File: src/rtl/cam_cmd_arbiter_if.sv
// Camera register-access channel bundle: two requester ports and the
// engine-facing command/response pair. The arbiter uses the slave modport.
interface cam_cmd_arbiter_if;
    logic [16:0] host_cmd;
    logic        host_cmd_valid;
    logic        host_cmd_ready;
    logic [17:0] host_resp;
    logic        host_resp_valid;

    logic [16:0] init_cmd;
    logic        init_cmd_valid;
    logic        init_cmd_ready;
    logic [17:0] init_resp;
    logic        init_resp_valid;

    logic [16:0] rw_cmd;
    logic        rw_cmd_valid;
    logic [17:0] rw_resp;
    logic        rw_resp_valid;

    modport slave (
        input  host_cmd, host_cmd_valid,
        output host_cmd_ready, host_resp, host_resp_valid,
        input  init_cmd, init_cmd_valid,
        output init_cmd_ready, init_resp, init_resp_valid,
        output rw_cmd, rw_cmd_valid,
        input  rw_resp, rw_resp_valid
    );

    modport master (
        output host_cmd, host_cmd_valid,
        input  host_cmd_ready, host_resp, host_resp_valid,
        output init_cmd, init_cmd_valid,
        input  init_cmd_ready, init_resp, init_resp_valid,
        input  rw_cmd, rw_cmd_valid,
        output rw_resp, rw_resp_valid
    );
endinterface

File: src/rtl/cam_cmd_arbiter.sv
// Round-robin arbiter for the camera register channel: one command in
// flight, response routed back to its issuer, timeout on a silent engine.
module cam_cmd_arbiter #(
    parameter int TIMEOUT_CYCLES = 4096,
    parameter int TO_W           = 16
) (
    input  logic                fclk,
    input  logic                rst,
    cam_cmd_arbiter_if.slave    bus,
    output logic                busy,
    output logic                owner,
    output logic [15:0]         timeout_cnt,
    output logic [15:0]         stray_cnt
);

    typedef enum logic [1:0] {
        IDLE  = 2'd0,
        ISSUE = 2'd1,
        WAIT  = 2'd2,
        RESP  = 2'd3
    } state_t;

    localparam logic [TO_W-1:0] WAIT_LAST = TO_W'(TIMEOUT_CYCLES - 1);
    localparam logic [17:0]     TO_RESP   = 18'h3FFFF;

    state_t          state;
    logic            last_grant;
    logic [TO_W-1:0] wait_cnt;
    logic            host_go;
    logic            init_go;
    logic            wait_done;
    logic [17:0]     resp_data;

    // Tie goes to whichever requester was not served last.
    always_comb begin
        host_go = 1'b0;
        init_go = 1'b0;
        if (state == IDLE) begin
            host_go = bus.host_cmd_valid &&
                      (!bus.init_cmd_valid || last_grant);
            init_go = bus.init_cmd_valid &&
                      (!bus.host_cmd_valid || !last_grant);
        end
    end

    assign bus.host_cmd_ready = host_go;
    assign bus.init_cmd_ready = init_go;
    assign busy               = (state != IDLE);

    // A real response on the last wait cycle beats the timeout.
    assign wait_done = bus.rw_resp_valid || (wait_cnt == WAIT_LAST);
    assign resp_data = bus.rw_resp_valid ? bus.rw_resp : TO_RESP;

    always_ff @(posedge fclk) begin
        if (rst) begin
            state               <= IDLE;
            last_grant          <= 1'b0;
            wait_cnt            <= '0;
            owner               <= 1'b0;
            timeout_cnt         <= 16'd0;
            stray_cnt           <= 16'd0;
            bus.rw_cmd          <= 17'd0;
            bus.rw_cmd_valid    <= 1'b0;
            bus.host_resp       <= 18'd0;
            bus.host_resp_valid <= 1'b0;
            bus.init_resp       <= 18'd0;
            bus.init_resp_valid <= 1'b0;
        end else begin
            bus.rw_cmd_valid    <= 1'b0;
            bus.host_resp_valid <= 1'b0;
            bus.init_resp_valid <= 1'b0;

            if (bus.rw_resp_valid && state != WAIT &&
                stray_cnt != 16'hFFFF) begin
                stray_cnt <= stray_cnt + 16'd1;
            end

            unique case (state)
                IDLE: begin
                    if (host_go || init_go) begin
                        bus.rw_cmd       <= init_go ? bus.init_cmd
                                                    : bus.host_cmd;
                        bus.rw_cmd_valid <= 1'b1;
                        owner            <= init_go;
                        last_grant       <= init_go;
                        state            <= ISSUE;
                    end
                end
                ISSUE: begin
                    wait_cnt <= '0;
                    state    <= WAIT;
                end
                WAIT: begin
                    if (wait_done) begin
                        if (owner) begin
                            bus.init_resp       <= resp_data;
                            bus.init_resp_valid <= 1'b1;
                        end else begin
                            bus.host_resp       <= resp_data;
                            bus.host_resp_valid <= 1'b1;
                        end
                        if (!bus.rw_resp_valid &&
                            timeout_cnt != 16'hFFFF) begin
                            timeout_cnt <= timeout_cnt + 16'd1;
                        end
                        state <= RESP;
                    end else begin
                        wait_cnt <= wait_cnt + 1'b1;
                    end
                end
                RESP: begin
                    state <= IDLE;
                end
                default: begin
                    state <= IDLE;
                end
            endcase
        end
    end

endmodule
File: src/flat_wrapper.sv
// flat-port wrapper written by rule: the top's interface ports become plain ports
module cam_cmd_arbiter_flat 
#(
    parameter int TIMEOUT_CYCLES = 4096,
    parameter int TO_W           = 16
)
  (fclk, rst, busy, owner, timeout_cnt, stray_cnt, bus_host_cmd, bus_host_cmd_valid, bus_host_cmd_ready, bus_host_resp, bus_host_resp_valid, bus_init_cmd, bus_init_cmd_valid, bus_init_cmd_ready, bus_init_resp, bus_init_resp_valid, bus_rw_cmd, bus_rw_cmd_valid, bus_rw_resp, bus_rw_resp_valid);
  cam_cmd_arbiter_if bus_i ();
  input  logic fclk;
  input  logic rst;
  output logic busy;
  output logic owner;
  output logic [15:0] timeout_cnt;
  output logic [15:0] stray_cnt;
  input wire logic [$bits(bus_i.host_cmd)-1:0] bus_host_cmd;
  input wire logic [$bits(bus_i.host_cmd_valid)-1:0] bus_host_cmd_valid;
  output wire logic [$bits(bus_i.host_cmd_ready)-1:0] bus_host_cmd_ready;
  output wire logic [$bits(bus_i.host_resp)-1:0] bus_host_resp;
  output wire logic [$bits(bus_i.host_resp_valid)-1:0] bus_host_resp_valid;
  input wire logic [$bits(bus_i.init_cmd)-1:0] bus_init_cmd;
  input wire logic [$bits(bus_i.init_cmd_valid)-1:0] bus_init_cmd_valid;
  output wire logic [$bits(bus_i.init_cmd_ready)-1:0] bus_init_cmd_ready;
  output wire logic [$bits(bus_i.init_resp)-1:0] bus_init_resp;
  output wire logic [$bits(bus_i.init_resp_valid)-1:0] bus_init_resp_valid;
  output wire logic [$bits(bus_i.rw_cmd)-1:0] bus_rw_cmd;
  output wire logic [$bits(bus_i.rw_cmd_valid)-1:0] bus_rw_cmd_valid;
  input wire logic [$bits(bus_i.rw_resp)-1:0] bus_rw_resp;
  input wire logic [$bits(bus_i.rw_resp_valid)-1:0] bus_rw_resp_valid;
  assign bus_i.host_cmd = bus_host_cmd;
  assign bus_i.host_cmd_valid = bus_host_cmd_valid;
  assign bus_host_cmd_ready = bus_i.host_cmd_ready;
  assign bus_host_resp = bus_i.host_resp;
  assign bus_host_resp_valid = bus_i.host_resp_valid;
  assign bus_i.init_cmd = bus_init_cmd;
  assign bus_i.init_cmd_valid = bus_init_cmd_valid;
  assign bus_init_cmd_ready = bus_i.init_cmd_ready;
  assign bus_init_resp = bus_i.init_resp;
  assign bus_init_resp_valid = bus_i.init_resp_valid;
  assign bus_rw_cmd = bus_i.rw_cmd;
  assign bus_rw_cmd_valid = bus_i.rw_cmd_valid;
  assign bus_i.rw_resp = bus_rw_resp;
  assign bus_i.rw_resp_valid = bus_rw_resp_valid;
  cam_cmd_arbiter #(.TIMEOUT_CYCLES(TIMEOUT_CYCLES), .TO_W(TO_W)) u_core (.fclk(fclk), .rst(rst), .bus(bus_i), .busy(busy), .owner(owner), .timeout_cnt(timeout_cnt), .stray_cnt(stray_cnt));
endmodule
File: config.mk
export PLATFORM = sky130hd
export DESIGN_NAME = cam_cmd_arbiter_flat
export DESIGN_NICKNAME = d
export VERILOG_FILES = /design/src/rtl/cam_cmd_arbiter_if.sv /design/src/rtl/cam_cmd_arbiter.sv /design/src/flat_wrapper.sv
export SDC_FILE = /design/constraint.sdc
export NUM_CORES = 1
export LEC_CHECK = 0
export CAP_MARGIN = 0
export CORE_ASPECT_RATIO = 1.1
export CORE_UTILIZATION = 35
export CTS_BUF_LIST = sky130_fd_sc_hd__clkbuf_8
export DETAILED_ROUTE_END_ITERATION = 8
export PLACE_DENSITY = 0.73
export SKIP_CTS_REPAIR_TIMING = 1
export SYNTH_ARGS = -nofsm -noshare
export SYNTH_HDL_FRONTEND = slang
export SYNTH_SLANG_ARGS = --single-unit
File: constraint.sdc
create_clock -name fclk -period 2.05 [get_ports fclk]
set_input_delay 0.615 -clock fclk [delete_from_list [all_inputs] [get_ports fclk]]
set_output_delay 0.615 -clock fclk [all_outputs]
set_load 0.005 [all_outputs]
Yosys cells after proc, flatten, opt, wreduce, memory -nomap -nowiden
Index checks and enable logic that the tools add are counted.
{"block": "word_totals", "register_bits": 107, "in_bits": 57}
{"block": "classes", "n_addsub": 3, "eq_ne": 10, "mux": 12, "n_bitwise": 4, "n_reduce_logical": 24}
{"op": "adder 16 x 1 -> 16 bit (second input constant)", "count": 3}
{"op": "inequality test 16 bit (second input constant)", "count": 2}
{"op": "one-hot mux 16 bit (2 select lines)", "count": 1}
{"op": "two-way mux 18 bit", "count": 1}
{"op": "two-way mux 17 bit", "count": 1}
{"op": "== test 16 x 12 -> 1 bit (second input constant)", "count": 1}
{"op": "two-way mux 16 bit", "count": 1}
{"op": "AND reduction 3 bit", "count": 3}
{"op": "one-hot mux 2 bit (4 select lines)", "count": 1}
{"op": "inequality test 2 bit (second input constant)", "count": 3}
{"op": "AND reduction 2 bit", "count": 3}
{"op": "logical AND 1 bit", "count": 5}
{"op": "two-way mux 1 bit", "count": 5}
{"op": "== test 2 bit (second input constant)", "count": 2}
{"op": "logical NOT 1 bit", "count": 4}
{"op": "logical OR 1 bit", "count": 4}
{"op": "two-way mux 2 bit", "count": 2}
{"op": "NOT 1 bit", "count": 4}
{"op": "nonzero test 2 bit", "count": 2}
{"op": "OR reduction 3 bit", "count": 1}
{"op": "== test 2 x 1 -> 1 bit (second input constant)", "count": 1}
{"op": "logical NOT 2 bit", "count": 1}
{"op": "inequality test 2 x 1 -> 1 bit (second input constant)", "count": 1}
{"op": "OR reduction 2 bit", "count": 1}

Depth between registers and ports, before layout
{"block": "depth", "ltp_word": 7, "depth_mapped": 8, "depth_no_buf": 7}

Least setup slack after synthesis
Ideal clock, no wire load.
{"block": "synth_path", "kind": "input-to-reg", "from": "input port bus_rw_resp_valid", "to": "register u_core.timeout_cnt[12]", "arrival_ps": 2008, "required_ps": 1929, "setup_slack_ps": -78, "path_stages": 6, "n_path_buf": 2, "path_cell_list": "clkbuf_1 -> nand2b_1 -> clkbuf_1 -> nor4_2 -> nand3_1 -> mux2_2"}
{"block": "synth_between", "elab_chain_len": 3}
{"element": "start: declaration", "line": "flat_wrapper.sv:28", "rtl": "input wire logic [$bits(bus_i.rw_resp_valid)-1:0] bus_rw_resp_valid;"}
{"element": "logical NOT 1 bit", "line": "cam_cmd_arbiter.sv:102", "rtl": "if (!bus.rw_resp_valid &&"}
{"element": "logical AND 1 bit", "line": "cam_cmd_arbiter.sv:102"}
{"element": "AND reduction 3 bit (no source line) (*)"}
{"element": "end signal: assignment", "line": "cam_cmd_arbiter.sv:104", "rtl": "timeout_cnt <= timeout_cnt + 16'd1;"}
{"element": "end: declaration", "line": "cam_cmd_arbiter.sv:12", "rtl": "output logic [15:0] timeout_cnt,"}
Mark *: on every way between the ends. The rest lies on a longest branch, timed or not.
A chain may end at the register's enable or synchronous reset.

Final worst setup path
{"block": "layout_path", "from": "register u_core.timeout_cnt[9]", "to": "output port timeout_cnt[9]"}
{"element": "end: declaration", "line": "flat_wrapper.sv:13", "rtl": "output logic [15:0] timeout_cnt;"}
No word-level cell between the ends.

==> metrics <==
slowest stage delay, CP roughly 0.54 ns; CTS buffer count 9; cell count after synthesis between 500 and 600; endpoints failing hold 0; worst-path fanout max 6; fmax 0.505 GHz; HPWL Detailed about 9.8 mm; CP endpoint kind output port; vias after detailed routing 4,604; Seq/Total Area, Yosys between 40% and 50%; power share of the combinational group between 30% and 40%; final setup vio count 0; commonest non-fill, non-tap cell in the layout clkdlybuf4s50_1; critical path's top delay family buffers and inverters; post-DR vias/cell between 5 and 6; Period minus WS final approximately 2 ns; CP Launch Type flip-flop; synth unique cells 50; non-filler instance count after layout ~900; gpl congestion a little over 0.8; largest net degree at the start of global routing 39; Sink Count around 110; Final ANT Viol Nets 0; DR iter-0 viols between 150 and 200; total power around 5.6 mW; Slowest cell on crit path clkdlybuf4s50_1; status finished clean; Seq pwr share around 43%; ANT cells 0; worst skew pair latency roughly 0.37 ns; Syn. warnings 0; layout cell share with drive strength beyond 1 13.5%; Area growth syn-to-layout 47.5%; period utilization 96.6%; gr usage total 18.4%; CTS H-Tree Depth 3; Power Internal 3.88 mW; worst-margin pin slew between 0.6 and 0.7 ns; Die H between 100 and 150 um; Cell Pwr Density 801 nW/um^2; core area around 13,000 um^2; residual overflow from global routing 0; CP required between 1 and 1.5 ns; final slew viol count 0; clock-pin slew on the worst setup and hold paths ~0.1 ns; IO Port Bufs around 150; row count 44; number of detailed-routing iterations run before antenna repair 4; worst min path class flip-flop to flip-flop; WHS around 0.46 ns; fin nets approximately 800; initial antenna violation count 0; critical-path cell list clkdlybuf4s50_1; Initial Util between 30% and 40%; Final Skew just over 0.008 ns; DIE WIDTH 113 um; crit path DAT 1.36 ns; Post-Syn Nets a little over 600; Avg Cell Area, Syn between 8 and 9 um^2; root buffer selected by CTS clkbuf_8; Max IR drop VDD 0.502 mV; Switching Share a little under a third; Clock power frac about 24%; area of the die ~14,000 um^2; Rel. slew slack a little over half; first-pass GRT wire length around 21 mm; I/O Pins 149; Post-route DRC 0; Syn Std Cell Area 4750 um^2; most frequent cells in the layout clkdlybuf4s50_1 (140), nor2_1 (110), dfxtp_1 (99), nor3_1 (47), nand2_1 (42); switching power total 1.73 mW; Core Util, Final a little over half; Synth Register Bits around 110; Crit Path Class flip-flop to output port; CTS Buffer Depth 2; Buf/Inv on CP 1; Max Cap Viol 0; vias in the first global route around 4,400; leakage around 2.7 nW; TritonCTS clock tree built; Cells after DPL approximately 900; final WL approximately 13 mm; Avg WL per Cell between 10 and 15 um
## power groups by stage
stage                     logic, mW  registers [mW]  clock network [mW]
final                          1.83            2.42                1.36
after global routing           1.99            2.45                1.46
after floorplan               0.799            2.48                   0
after global placement         1.70            2.46                   0
after CTS                      1.74            2.42                1.39
after detailed placement       1.74            2.47                   0
## worst register-to-register path, cell delays in order, from the launching register on
cell and delay, ns:
dfxtp_1 0.37, nor4_4 0.42, buf_4 0.20, a41oi_4 0.13
buf_12 0.17, a21oi_2 0.35, o21ai_1 0.17, o31ai_2 0.09
## cell type report
| cell class | instances | area [um^2] |
|---|---|---|
| fill | 1231 | 6210 |
| timing repair buffer | 193 | 1890 |
| tap | 161 | 201 |
| clock inverter | 6 | 68.8 |
| multi-input combinational | 411 | 2520 |
| sequential | 107 | 2150 |
| inverter | 7 | 26.3 |
| clock buffer | 10 | 138 |
## stage by stage
step / area, um^2 / setup slack (ns) / TNS, ns
floorplan: 4770 / 0.000468 / 0
global placement: 6680 / -0.487 / -17.79
detailed placement: 6680 / -0.495 / -20.52
CTS: 6880 / -0.507 / -1.29
global route: 7010 / -0.00105 / -0.00105
finish: 7010 / 0.0702 / 0
## logic make-up (layout without fill, tap and decap cells)
family / after synthesis / count (layout) / share of synthesized area (%)
compound gates: 67 / 67 / 9.43
xor+xnor: 26 / 26 / 4.80
fa+ha+maj: 6 / 6 / 1.58
buf+inv: 38 / 216 / 3.24
flops: 107 / 107 / 45.1
mux: 22 / 22 / 4.69
simple gates: 290 / 290 / 31.1
## Yosys cell counts (all sizes together)
cell type  count  area [um^2]
a211oi         2         15.0
a21oi          7         38.8
a22o           1         8.76
a311oi         2         17.5
a31o           1         8.76
a31oi          3         18.8
a41oi          3         45.1
and2           3         18.8
and3          11         68.8
and4           8         70.1
buf           13         60.1
clkbuf        18         67.6
dfxtp        107         2140
ha             6         75.1
inv            7         26.3
mux2           2         22.5
mux2i         20          200
nand2         42          158
nand2b         5         31.3
nand3         19         95.1
nand4         20          140
nand4b         2         17.5
nor2         112          435
nor2b          6         37.5
nor3          47          235
nor3b          1         7.51
nor4           9          121
nor4b          1         15.0
o2111ai        1         8.76
o211ai         2         15.0
o21a           1         7.51
o21ai         31          155
o21ba          1         10.0
o311ai         3         26.3
o31a           1         8.76
o31ai          7         52.6
o41a           1         11.3
or2            1         6.26
or3            1         6.26
or4            2         15.0
xnor2         13          114
xor2          13          114
## registers in the layout (all words and copies together), names as in the netlist
signal                      cells
u_core.wait_cnt                16
u_core.timeout_cnt             16
u_core.bus.rw_cmd              17
u_core.bus.rw_cmd_valid         1
u_core.bus.host_resp           18
u_core.bus.host_resp_valid      1
u_core.state                    2
u_core.last_grant               1
u_core.bus.init_resp           18
u_core.stray_cnt               16
u_core.bus.init_resp_valid      1
## final timing paths
| path | from | to | slack [ns] | cells after the start |
|---|---|---|---|---|
| setup reg to reg | u_core.wait_cnt[13]$_SDFFE_PP0P_ | u_core.wait_cnt[11]$_SDFFE_PP0P_ | 0.07 | 7 |
| setup / recovery | u_core.timeout_cnt[9]$_SDFFE_PP0P_ | timeout_cnt[9] | 0.07 | 1 |
| hold reg to reg | u_core.bus.rw_cmd[15]$_SDFFE_PP0P_ | u_core.bus.rw_cmd[15]$_SDFFE_PP0P_ | 0.46 | 2 |
| hold / removal | u_core.bus.rw_cmd[15]$_SDFFE_PP0P_ | u_core.bus.rw_cmd[15]$_SDFFE_PP0P_ | 0.46 | 2 |
## per-layer routing
layer / routed length, um / share of wire [%] / GRT usage [%]
met1: 5440 / 41 / 20.3
met5: 0 / 0 / 0
met2: 6820 / 51 / 33.6
met4: 176 / 1.3 / 6.50
met3: 931 / 7.0 / 5.50
Power figures use the tool's default switching activity.
